`config.mk`:
```
export PLATFORM = sky130hd
export DESIGN_NAME = debug_sweeper
export DESIGN_NICKNAME = d
export VERILOG_FILES = /design/src/rtl/debug_sweep_pkg.sv /design/src/rtl/debug_sweeper_step_pulse_gen.sv /design/src/rtl/debug_sweeper.sv
export SDC_FILE = /design/constraint.sdc
export NUM_CORES = 1
export LEC_CHECK = 0
export ABC_AREA = 1
export BUFFER_PORTS_ARGS = -buffer_cell sky130_fd_sc_hd__buf_2
export CAP_MARGIN = 20
export CORE_MARGIN = 2
export CORE_UTILIZATION = 53
export CTS_CLUSTER_SIZE = 30
export DETAILED_ROUTE_END_ITERATION = 16
export PLACE_DENSITY = 0.89
export SKIP_LAST_GASP = 1
export SLEW_MARGIN = 15
export SYNTH_ARGS = -nofsm -noshare
export SYNTH_HDL_FRONTEND = slang
export SYNTH_HIERARCHICAL = 1
export SYNTH_SLANG_ARGS = --single-unit
```
`constraint.sdc`:
```
create_clock -name clk -period 4.5 [get_ports clk]
set_clock_uncertainty 0.05 [all_clocks]
set_input_delay 0.9 -clock clk [delete_from_list [all_inputs] [get_ports clk]]
set_output_delay 0.9 -clock clk [all_outputs]
set_load 0.05 [all_outputs]
```
`src/rtl/debug_sweep_pkg.sv`:
```
// Shared encodings for the debug sweeper: command ops, FSM states, checksum address.
package debug_sweep_pkg;

  typedef enum logic [1:0] {
    OP_STEP      = 2'd0,
    OP_DUMP      = 2'd1,
    OP_STEP_DUMP = 2'd2,
    OP_RUN       = 2'd3
  } op_e;

  typedef enum logic [2:0] {
    S_IDLE    = 3'd0,
    S_STEP_HI = 3'd1,
    S_STEP_LO = 3'd2,
    S_SETTLE  = 3'd3,
    S_SEND    = 3'd4
  } state_e;

  localparam logic [6:0] CHECKSUM_ADDR = 7'h7F;

endpackage

```
`src/rtl/debug_sweeper_step_pulse_gen.sv`:
```
// One debug_step high/low pulse pair, each phase STEP_PULSE clocks wide.
// The step output is registered so the core's step clock never glitches.
module step_pulse_gen #(
  parameter int STEP_PULSE = 4
) (
  input  logic clk,
  input  logic rst,
  input  logic start_i,
  output logic step_o,
  output logic hi_done_o,
  output logic done_o
);

  localparam int CW = $clog2(STEP_PULSE + 1);
  localparam logic [CW-1:0] RELOAD = CW'(STEP_PULSE - 1);

  logic          busy_q, busy_d;
  logic          hi_q, hi_d;
  logic [CW-1:0] cnt_q, cnt_d;
  logic          tc;

  assign tc        = (cnt_q == '0);
  assign hi_done_o = busy_q & hi_q & tc;
  assign done_o    = busy_q & ~hi_q & tc;
  assign step_o    = hi_q;

  // Down-counter reloads at the start of each phase; terminal count ends the phase.
  always_comb begin
    busy_d = busy_q;
    hi_d   = hi_q;
    cnt_d  = cnt_q;
    if (start_i) begin
      busy_d = 1'b1;
      hi_d   = 1'b1;
      cnt_d  = RELOAD;
    end else if (busy_q) begin
      if (tc) begin
        cnt_d = RELOAD;
        if (hi_q) hi_d = 1'b0;
        else      busy_d = 1'b0;
      end else begin
        cnt_d = cnt_q - CW'(1);
      end
    end
  end

  // Phase and counter registers, synchronous active-low reset.
  always_ff @(posedge clk) begin
    if (!rst) begin
      busy_q <= 1'b0;
      hi_q   <= 1'b0;
      cnt_q  <= '0;
    end else begin
      busy_q <= busy_d;
      hi_q   <= hi_d;
      cnt_q  <= cnt_d;
    end
  end

endmodule

```
`src/rtl/debug_sweeper.sv`:
```
// Debug-port initiator: single-step, free-run, or sweep a debug address range
// onto a valid/ready dump stream.
// Optional: DEBUG_SWEEP_CHECKSUM_EN appends an XOR checksum word at address 7'h7F.
//
// state     | meaning
// IDLE      | waiting for a command, cmd_ready high
// STEP_HI   | debug_step high for STEP_PULSE clocks
// STEP_LO   | debug_step low for STEP_PULSE clocks
// SETTLE    | debug_addr stable, debug_data captured at the end
// SEND      | dump word presented, waiting for out_ready
module debug_sweeper
  import debug_sweep_pkg::*;
#(
  parameter int DUMP_FIRST = 0,
  parameter int DUMP_LAST  = 63,
  parameter int STEP_PULSE = 4
) (
  input  logic        clk,
  input  logic        rst,
  input  logic        cmd_valid,
  output logic        cmd_ready,
  input  logic [1:0]  cmd_op,
  output logic        debug_en,
  output logic        debug_step,
  output logic [6:0]  debug_addr,
  input  logic [31:0] debug_data,
  output logic        out_valid,
  input  logic        out_ready,
  output logic [31:0] out_data,
  output logic [6:0]  out_addr,
  output logic        out_last
);

  localparam logic [6:0] ADDR_FIRST = 7'(DUMP_FIRST);
  localparam logic [6:0] ADDR_LAST  = 7'(DUMP_LAST);

  state_e      state_q, state_d;
  logic        dump_after_q, dump_after_d;
  logic        en_q, en_d;
  logic [6:0]  addr_q, addr_d;
  logic        ov_q, ov_d;
  logic [31:0] od_q, od_d;
  logic [6:0]  oa_q, oa_d;
  logic        ol_q, ol_d;
  logic        step_start;
  logic        hi_done, step_done;
`ifdef DEBUG_SWEEP_CHECKSUM_EN
  logic [31:0] csum_q, csum_d;
`endif

  step_pulse_gen #(.STEP_PULSE(STEP_PULSE)) u_step (
    .clk       (clk),
    .rst       (rst),
    .start_i   (step_start),
    .step_o    (debug_step),
    .hi_done_o (hi_done),
    .done_o    (step_done)
  );

  assign cmd_ready  = (state_q == S_IDLE);
  assign debug_en   = en_q;
  assign debug_addr = addr_q;
  assign out_valid  = ov_q;
  assign out_data   = od_q;
  assign out_addr   = oa_q;
  assign out_last   = ol_q;

  // Next-state, command acceptance and dump-word capture.
  always_comb begin
    state_d      = state_q;
    dump_after_d = dump_after_q;
    en_d         = en_q;
    addr_d       = addr_q;
    ov_d         = ov_q;
    od_d         = od_q;
    oa_d         = oa_q;
    ol_d         = ol_q;
    step_start   = 1'b0;
`ifdef DEBUG_SWEEP_CHECKSUM_EN
    csum_d       = csum_q;
`endif
    case (state_q)
      S_IDLE: begin
        if (cmd_valid) begin
          case (op_e'(cmd_op))
            OP_STEP, OP_STEP_DUMP: begin
              state_d      = S_STEP_HI;
              en_d         = 1'b1;
              step_start   = 1'b1;
              dump_after_d = (op_e'(cmd_op) == OP_STEP_DUMP);
            end
            OP_DUMP: begin
              state_d = S_SETTLE;
              en_d    = 1'b1;
              addr_d  = ADDR_FIRST;
`ifdef DEBUG_SWEEP_CHECKSUM_EN
              csum_d  = '0;
`endif
            end
            default: en_d = 1'b0;
          endcase
        end
      end
      S_STEP_HI: begin
        if (hi_done) state_d = S_STEP_LO;
      end
      S_STEP_LO: begin
        if (step_done) begin
          if (dump_after_q) begin
            state_d = S_SETTLE;
            addr_d  = ADDR_FIRST;
`ifdef DEBUG_SWEEP_CHECKSUM_EN
            csum_d  = '0;
`endif
          end else begin
            state_d = S_IDLE;
          end
        end
      end
      S_SETTLE: begin
        od_d    = debug_data;
        oa_d    = addr_q;
        ov_d    = 1'b1;
        state_d = S_SEND;
`ifdef DEBUG_SWEEP_CHECKSUM_EN
        ol_d    = 1'b0;
        csum_d  = csum_q ^ debug_data;
`else
        ol_d    = (addr_q == ADDR_LAST);
`endif
      end
      S_SEND: begin
        if (out_ready) begin
          if (ol_q) begin
            ov_d    = 1'b0;
            state_d = S_IDLE;
`ifdef DEBUG_SWEEP_CHECKSUM_EN
          end else if (oa_q == ADDR_LAST) begin
            // Checksum word follows directly; out_valid stays high.
            od_d = csum_q;
            oa_d = CHECKSUM_ADDR;
            ol_d = 1'b1;
`endif
          end else begin
            ov_d    = 1'b0;
            addr_d  = addr_q + 7'd1;
            state_d = S_SETTLE;
          end
        end
      end
      default: state_d = S_IDLE;
    endcase
  end

  // State and output registers, synchronous active-low reset.
  always_ff @(posedge clk) begin
    if (!rst) begin
      state_q      <= S_IDLE;
      dump_after_q <= 1'b0;
      en_q         <= 1'b1;
      addr_q       <= ADDR_FIRST;
      ov_q         <= 1'b0;
      od_q         <= '0;
      oa_q         <= '0;
      ol_q         <= 1'b0;
`ifdef DEBUG_SWEEP_CHECKSUM_EN
      csum_q       <= '0;
`endif
    end else begin
      state_q      <= state_d;
      dump_after_q <= dump_after_d;
      en_q         <= en_d;
      addr_q       <= addr_d;
      ov_q         <= ov_d;
      od_q         <= od_d;
      oa_q         <= oa_d;
      ol_q         <= ol_d;
`ifdef DEBUG_SWEEP_CHECKSUM_EN
      csum_q       <= csum_d;
`endif
    end
  end

endmodule

```
==> out/metrics.csv, run 1 <==
stage,metric,value,unit
worst_setup_path,Critical-path top delay cell,sky130_fd_sc_hd__dfxtp_1,
sta,pins over their slew limit,0,
drt,Via density,5.03,
cells_and_area,proportion of layout cells with a drive suffix above 1,26.5,%
clock_tree,"Gates resized, CTS repair",0,
worst_setup_path,peak per-stage delay on the critical path,0.40,ns
synthesis,top area cells in the synthesized netlist,"sky130_fd_sc_hd__dfxtp_1 (47%), sky130_fd_sc_hd__nor2_1 (15%), sky130_fd_sc_hd__o21ai_0 (9.5%), sky130_fd_sc_hd__nand2_1 (6.4%), sky130_fd_sc_hd__nand3_1 (5.3%)",
worst_setup_path,crit-path cells,nor2_4 > nand2_1 > inv_1 > buf_2,
cells_and_area,"most common cell after layout, fill and taps aside",sky130_fd_sc_hd__nor2_1,
hold_path,class of the worst hold path,reg -> reg,
cells_and_area,area taken by multi-input logic gates,1130,um^2
sta,share of the clock period used by the worst path after layout,53.4,%
grt,Overflow after GRT,0,
cells_and_area,count of fill cells added during filler insertion,362,
synthesis,post-synth net total,389,
grt,initial antenna violation count,0,
clock_tree,TritonCTS clock tree,done,
die,initial standard-cell utilization of the core,56.1,%
place,buffers added on ports,88,
power,combinational fraction of design power,38.1,%
place,final estimated routing congestion in global placement,0.946,
cells_and_area,"commonest non-fill, non-tap cells in the layout","sky130_fd_sc_hd__nor2_1 (102), sky130_fd_sc_hd__buf_2 (88), sky130_fd_sc_hd__dfxtp_1 (58)",
sta,Tmin final,2.40,ns
clock_tree,CTS Root Cell,sky130_fd_sc_hd__clkbuf_8,
clock_tree,# hold bufs at CTS,0,
sta,TNS Setup,0,ns
synthesis,top-area cell type share of the netlist area,46.9,%
sta,Slew Limit Headroom,55.6,%
cells_and_area,final-stage net count,474,
clock_tree,Clock Sink Count,58,
cells_and_area,Antenna diodes,0,
synthesis,synthesized flop and latch total,58,
worst_setup_path,peak fanout along the critical path,7,
place,HPWL after detailed placement,4100,um
drt,drt pass-1 iters,4,
power,Pwr per Cell Area,623,nW/um^2
synthesis,number of synthesis warnings,6,
drt,drt wl/cell,12.1,um
worst_setup_path,critical path buffer and inverter count,2,
power,leakage power total,1.59,nW
sta,RSZ-0062 raised after global routing,false,
job,max cap viols,0,
outcome,result of the run,completed,
drt,via count of the routed design,2467,
synthesis,cell count after synthesis,348,
die,placement row count,24,
worst_setup_path,"Data required, critical path",3.55,ns
drt,total wirelength of the detailed-routed design,5940,um
synthesis,mapped cell area,2480,um^2
die,top-level I/O count,89,
synthesis,synth unique cells,24,
cells_and_area,synth-to-layout area growth,26.4,%
power,Internal Power,1.12,mW
die,Die Wd,72.4,um
sta,Achievable Freq,0.416,GHz
synthesis,Synth Area per Inst,7.12,um^2
synthesis,largest area contributor in the netlist,sky130_fd_sc_hd__dfxtp_1,
worst_setup_path,"CP delay by family, top",flip-flops,
clock_tree,insertion delay to the later sink of the worst-skew pair,0.34,ns
die,total die area,5230,um^2
worst_setup_path,data arrival time of the critical path,1.45,ns
clock_tree,number of buffers inserted by post-CTS setup repair,0,
grt,total routing usage reported by global routing,24.3,%
sta,number of endpoints with negative hold slack in the final report,0,
die,DIE HEIGHT,72.4,um
worst_setup_path,Critical Path Sink Type,output port,
grt,wire length of the first global-routing pass,9870,um
worst_setup_path,class of the most critical setup path,reg -> out,
sta,Final Setup Violations,0,
grt,pin count of the biggest net entering global routing,48,
clock_tree,clock slew at the register clock pins of the worst setup and hold paths,0.06,ns
drt,antenna violation net count after detailed routing,0,
power,overall power after layout,1.95,mW
synthesis,fraction of the yosys area taken by sequential cells,46.9,%
power,Clock Power Share,27.8,%
cells_and_area,Sequential cell area,1160,um^2
clock_tree,Max Root-Sink Buffers,2,
power,peak supply drop,0.356,mV
grt,number of global-route vias before repair,2296,
clock_tree,number of levels in the clock H-tree,3,
power,net switching power,834,uW
clock_tree,number of clock buffers inserted by TritonCTS,9,
drt,iteration-0 DRC count of the detailed router,135,
die,Placeable Area,4410,um^2
sta,Least-Margin Pin Slew,0.666,ns
power,fraction of power spent switching nets,42.8,%
drt,total DRC errors in the routed layout,0,
power,power share of the sequential group,34.1,%
worst_setup_path,category of the worst setup path launch point,register,
area by class of cell:
cell class,instances,share of cell area [%]
clock inverter,6,2.88
multi-input combinational,250,36.3
clock buffer,10,4.40
inverter,25,3.00
timing repair buffer,89,14.3
sequential,58,37.1
tap,52,2.08
registers in the layout (all words and copies together) (netlist names):
name / flops
out_data: 32
u_step/step_o: 1
out_last: 1
debug_addr: 7
debug_en: 1
out_valid: 1
out_addr: 7
u_step/busy_q: 1
state_q: 3
u_step/cnt_q: 3
dump_after_q: 1
worst min-delay path, stage by stage (launching register included):
cell,delay [ns]
sky130_fd_sc_hd__dfxtp_1,0.33
sky130_fd_sc_hd__nand2_1,0.05
sky130_fd_sc_hd__nand3_1,0.05
through the flow:
step	area (um^2)	utilization, %	hold WS, ns	instances	setup WS, ns
CTS	3130	70.9	0.406	490	2.09
global route	3130	70.9	0.474	490	2.01
global placement	2900	65.8	0.388	474	2.29
floorplan	2480	-	0.452	348	2.57
detailed placement	2900	65.8	0.389	474	2.25
finish	3130	70.9	0.412	490	2.10
power groups by stage:
stage	Clock (mW)	Combinational [mW]	Sequential, mW
4_1_cts	0.554	0.745	0.665
3_3_place_gp	0	0.729	0.670
5_1_grt	0.573	0.823	0.676
2_1_floorplan	0	0.373	0.892
3_5_place_dp	0	0.742	0.674
6_report	0.543	0.743	0.666
cells by family (layout without fill, tap and decap cells):
group,count (synthesis),in the layout,share of synthesized area (%)
AO/OA/AOI/OAI,67,67,13.9
flip-flops,58,58,46.9
buffers and inverters,40,130,7.28
AND/OR/NAND/NOR,180,180,30.4
adder cells (fa/ha/maj),3,3,1.52
path summary, 6_finish.rpt:
| path | start | end | slack (ns) | depth (start not counted) |
|---|---|---|---|---|
| setup / recovery | state_q[1] | cmd_ready | 2.10 | 4 |
| hold / removal | debug_en | debug_en | 0.41 | 2 |
| setup reg to reg | state_q[1] | out_data[8] | 2.64 | 6 |
| hold reg to reg | debug_en | debug_en | 0.41 | 2 |
per-layer routing:
layer | GRT usage (%) | up-vias | wire length, um
met2 | 40.0 | 87 | 2770
li1 | - | 1284 | -
met5 | 0 | - | 0
met3 | 7.78 | 9 | 499
met4 | 11.9 | 0 | 117
met1 | 28.6 | 1087 | 2550
cells in the mapped netlist:
master,instances
sky130_fd_sc_hd__nor3b_1,1
sky130_fd_sc_hd__a21oi_1,17
sky130_fd_sc_hd__nand3_1,26
sky130_fd_sc_hd__inv_2,3
sky130_fd_sc_hd__nor3_4,1
sky130_fd_sc_hd__nor2_1,102
sky130_fd_sc_hd__nand2_1,42
sky130_fd_sc_hd__nor3_1,1
sky130_fd_sc_hd__nand3_2,1
sky130_fd_sc_hd__o21bai_1,1
sky130_fd_sc_hd__clkinv_1,1
sky130_fd_sc_hd__dfxtp_1,58
sky130_fd_sc_hd__ha_1,3
sky130_fd_sc_hd__inv_1,21
sky130_fd_sc_hd__nor2_4,1
sky130_fd_sc_hd__buf_6,3
sky130_fd_sc_hd__buf_2,3
sky130_fd_sc_hd__a21oi_2,2
sky130_fd_sc_hd__clkbuf_1,6
sky130_fd_sc_hd__clkbuf_2,3
sky130_fd_sc_hd__nor2_2,1
sky130_fd_sc_hd__o21ai_0,47
sky130_fd_sc_hd__nand4_1,2
sky130_fd_sc_hd__nand2_2,2
(Power assumes the default switching activity.)
==> inputs of run 2 (changes only) <==
--- a/config.mk
+++ b/config.mk
@@ -9,10 +9,10 @@
 export BUFFER_PORTS_ARGS = -buffer_cell sky130_fd_sc_hd__buf_2
 export CAP_MARGIN = 20
 export CORE_MARGIN = 2
-export CORE_UTILIZATION = 53
+export CORE_UTILIZATION = 49
 export CTS_CLUSTER_SIZE = 30
 export DETAILED_ROUTE_END_ITERATION = 16
-export PLACE_DENSITY = 0.89
+export PLACE_DENSITY = 0.83
 export SKIP_LAST_GASP = 1
 export SLEW_MARGIN = 15
 export SYNTH_ARGS = -nofsm -noshare
==> constraint.sdc (replaced) <==
create_clock -name clk -period 2.4 [get_ports clk]
set_clock_uncertainty 0.05 [all_clocks]
set_input_delay 0.48 -clock clk [delete_from_list [all_inputs] [get_ports clk]]
set_output_delay 0.48 -clock clk [all_outputs]
set_load 0.05 [all_outputs]
==> run 2 against run 1 <==
  * Design area shrank 0.20%
  * Highest routed layer unchanged
  * Setup slack got worse by 1.7 ns
  * Sequential share of layout area up 0.074 points
  * Global-route usage shrank 1.4 points
  * Critical path depth unchanged
  * Critical path type unchanged
  * Routed wire length up 0.71%
  * Critical endpoint unchanged
==> out/metrics.csv, run 2 (synthesis results as in run 1) <==
stage,metric,value,unit
hold_path,class of the worst hold path,in -> reg,
power,Pwr per Cell Area,1130,nW/um^2
worst_setup_path,FF-to-FF setup slack,0.62,ns
clock_tree,# hold bufs at CTS,0,
worst_setup_path,worst reg2reg endpoint,u_step/cnt_q[1],
clock_tree,number of buffers inserted by post-CTS setup repair,0,
drt,total DRC errors in the routed layout,0,
worst_setup_path,category of the worst setup path launch point,register,
die,DIE HEIGHT,75.1,um
worst_setup_path,data arrival time of the critical path,1.45,ns
worst_setup_path,length in cells of the worst reg-to-reg path,10,
sta,TNS Setup,0,ns
worst_setup_path,peak fanout along the critical path,7,
sta,share of the clock period used by the worst path after layout,82.5,%
job,max cap viols,0,
die,Placeable Area,4790,um^2
cells_and_area,Antenna diodes,0,
worst_setup_path,"CP delay by family, top",buffers and inverters,
grt,pin count of the biggest net entering global routing,45,
clock_tree,Max Root-Sink Buffers,2,
clock_tree,insertion delay to the later sink of the worst-skew pair,0.33,ns
worst_setup_path,stages on the worst setup path,4,
sta,Final Setup Violations,0,
sta,RSZ-0062 raised after global routing,false,
clock_tree,number of clock buffers inserted by TritonCTS,9,
sta,number of endpoints with negative hold slack in the final report,0,
die,initial standard-cell utilization of the core,51.7,%
drt,drt pass-1 iters,4,
sta,Achievable Freq,0.505,GHz
cells_and_area,final-stage net count,475,
place,buffers added on ports,88,
clock_tree,Clock Sink Count,58,
clock_tree,CTS Root Cell,sky130_fd_sc_hd__clkbuf_8,
worst_setup_path,first element of the critical path,state_q[1],
drt,Via density,4.98,
sta,Least-Margin Pin Slew,0.657,ns
die,placement row count,25,
grt,Overflow after GRT,0,
power,peak supply drop,0.609,mV
drt,total wirelength of the detailed-routed design,5980,um
worst_setup_path,launch point of the worst reg-to-reg path,state_q[1],
drt,iteration-0 DRC count of the detailed router,147,
worst_setup_path,class of the most critical setup path,reg -> out,
cells_and_area,"flip-flop count of the largest register, all copies and words added",32,
grt,total routing usage reported by global routing,22.9,%
sta,Tmin final,1.98,ns
die,top-level I/O count,89,
cells_and_area,"commonest non-fill, non-tap cells in the layout","sky130_fd_sc_hd__nor2_1 (102), sky130_fd_sc_hd__buf_2 (88), sky130_fd_sc_hd__dfxtp_1 (58)",
worst_setup_path,Critical Path Sink Type,output port,
worst_setup_path,critical path buffer and inverter count,2,
worst_setup_path,"Data required, critical path",1.87,ns
die,total die area,5640,um^2
sta,fin worst setup slack,0.421,ns
place,worst slack at placement,0.663,ns
drt,antenna violation net count after detailed routing,0,
clock_tree,number of levels in the clock H-tree,3,
drt,drt wl/cell,11.8,um
clock_tree,"Gates resized, CTS repair",0,
die,Die Wd,75.1,um
grt,initial antenna violation count,0,
sta,pins over their slew limit,0,
grt,number of global-route vias before repair,2284,
clock_tree,clock slew at the register clock pins of the worst setup and hold paths,0.07,ns
cells_and_area,synth-to-layout area growth,26.2,%
worst_setup_path,peak per-stage delay on the critical path,0.40,ns
grt,wire length of the first global-routing pass,9870,um
worst_setup_path,end point of the critical path,cmd_ready,
worst_setup_path,Critical-path top delay cell,sky130_fd_sc_hd__dfxtp_1,
worst_setup_path,crit-path cells,nor2_4 > nand2_1 > inv_1 > buf_2,
place,HPWL after detailed placement,4110,um
sta,Slew Limit Headroom,56.2,%
cells_and_area,proportion of layout cells with a drive suffix above 1,26.4,%
drt,via count of the routed design,2521,
place,final estimated routing congestion in global placement,0.840,
outcome,result of the run,completed,
clock_tree,TritonCTS clock tree,done,
power,leakage power total,1.58,nW
cells_and_area,"most common cell after layout, fill and taps aside",sky130_fd_sc_hd__nor2_1,
[run 2: cell count changes in the layout (fill, tap and decap cells not counted), sizes merged]
cell,previous run,this run
buf,89,90
bufinv,2,1
clkbuf,10,11
clkinv,4,5
clkinvlp,1,0
[run 2: worst min path at each step]
stage                                 end       startpoint  cells past startpoint  slack [ns]
final                        out_data[10]   debug_data[10]                      3        0.32
after CTS                    out_data[12]   debug_data[12]                      3        0.32
after floorplan           u_step/cnt_q[2]  u_step/cnt_q[2]                      2        0.45
after global routing         out_data[10]   debug_data[10]                      3        0.32
after detailed placement         debug_en         debug_en                      2        0.40
after global placement           debug_en         debug_en                      2        0.40
[run 2: cell type report]
class,count,area [um^2]
Fill cell,421,1660
Sequential cell,58,1160
Multi-Input combinational cell,250,1130
Timing Repair Buffer,90,455
Clock buffer,11,141
Inverter,25,93.8
Tap cell,67,83.8
Clock inverter,5,53.8
[run 2: tightest hold or removal path, cell delays in order]
cell	delay, ns
sky130_fd_sc_hd__buf_2	0.07
sky130_fd_sc_hd__nor2_1	0.03
sky130_fd_sc_hd__nor2_1	0.08
[run 2: metal layers]
layer	global-route usage, %	vias to the layer above	routed length (um)
li1	-	1288	-
met1	28.4	1113	2590
met2	37.7	112	2820
met3	7.10	8	502
met4	7.74	0	61
met5	0	-	0
[run 2: report_power, final]
part           internal [mW]  switching [mW]  total, mW
combinational          0.353            1.05       1.40
sequential              1.13           0.120       1.25
clock                  0.504           0.378      0.882
total                   1.99            1.55       3.53
[run 2: stage by stage]
| stage | utilization, % | hold WS, ns | area [um^2] | std cells | power [mW] |
|---|---|---|---|---|---|
| 2_1_floorplan | - | 0.452 | 2480 | 348 | 2.37 |
| 3_3_place_gp | 61.2 | 0.396 | 2930 | 490 | 2.62 |
| 3_5_place_dp | 61.2 | 0.405 | 2930 | 490 | 2.66 |
| 4_1_cts | 65.3 | 0.317 | 3120 | 506 | 3.55 |
| 5_1_grt | 65.3 | 0.322 | 3120 | 506 | 3.74 |
| 6_report | 65.3 | 0.324 | 3120 | 506 | 3.53 |
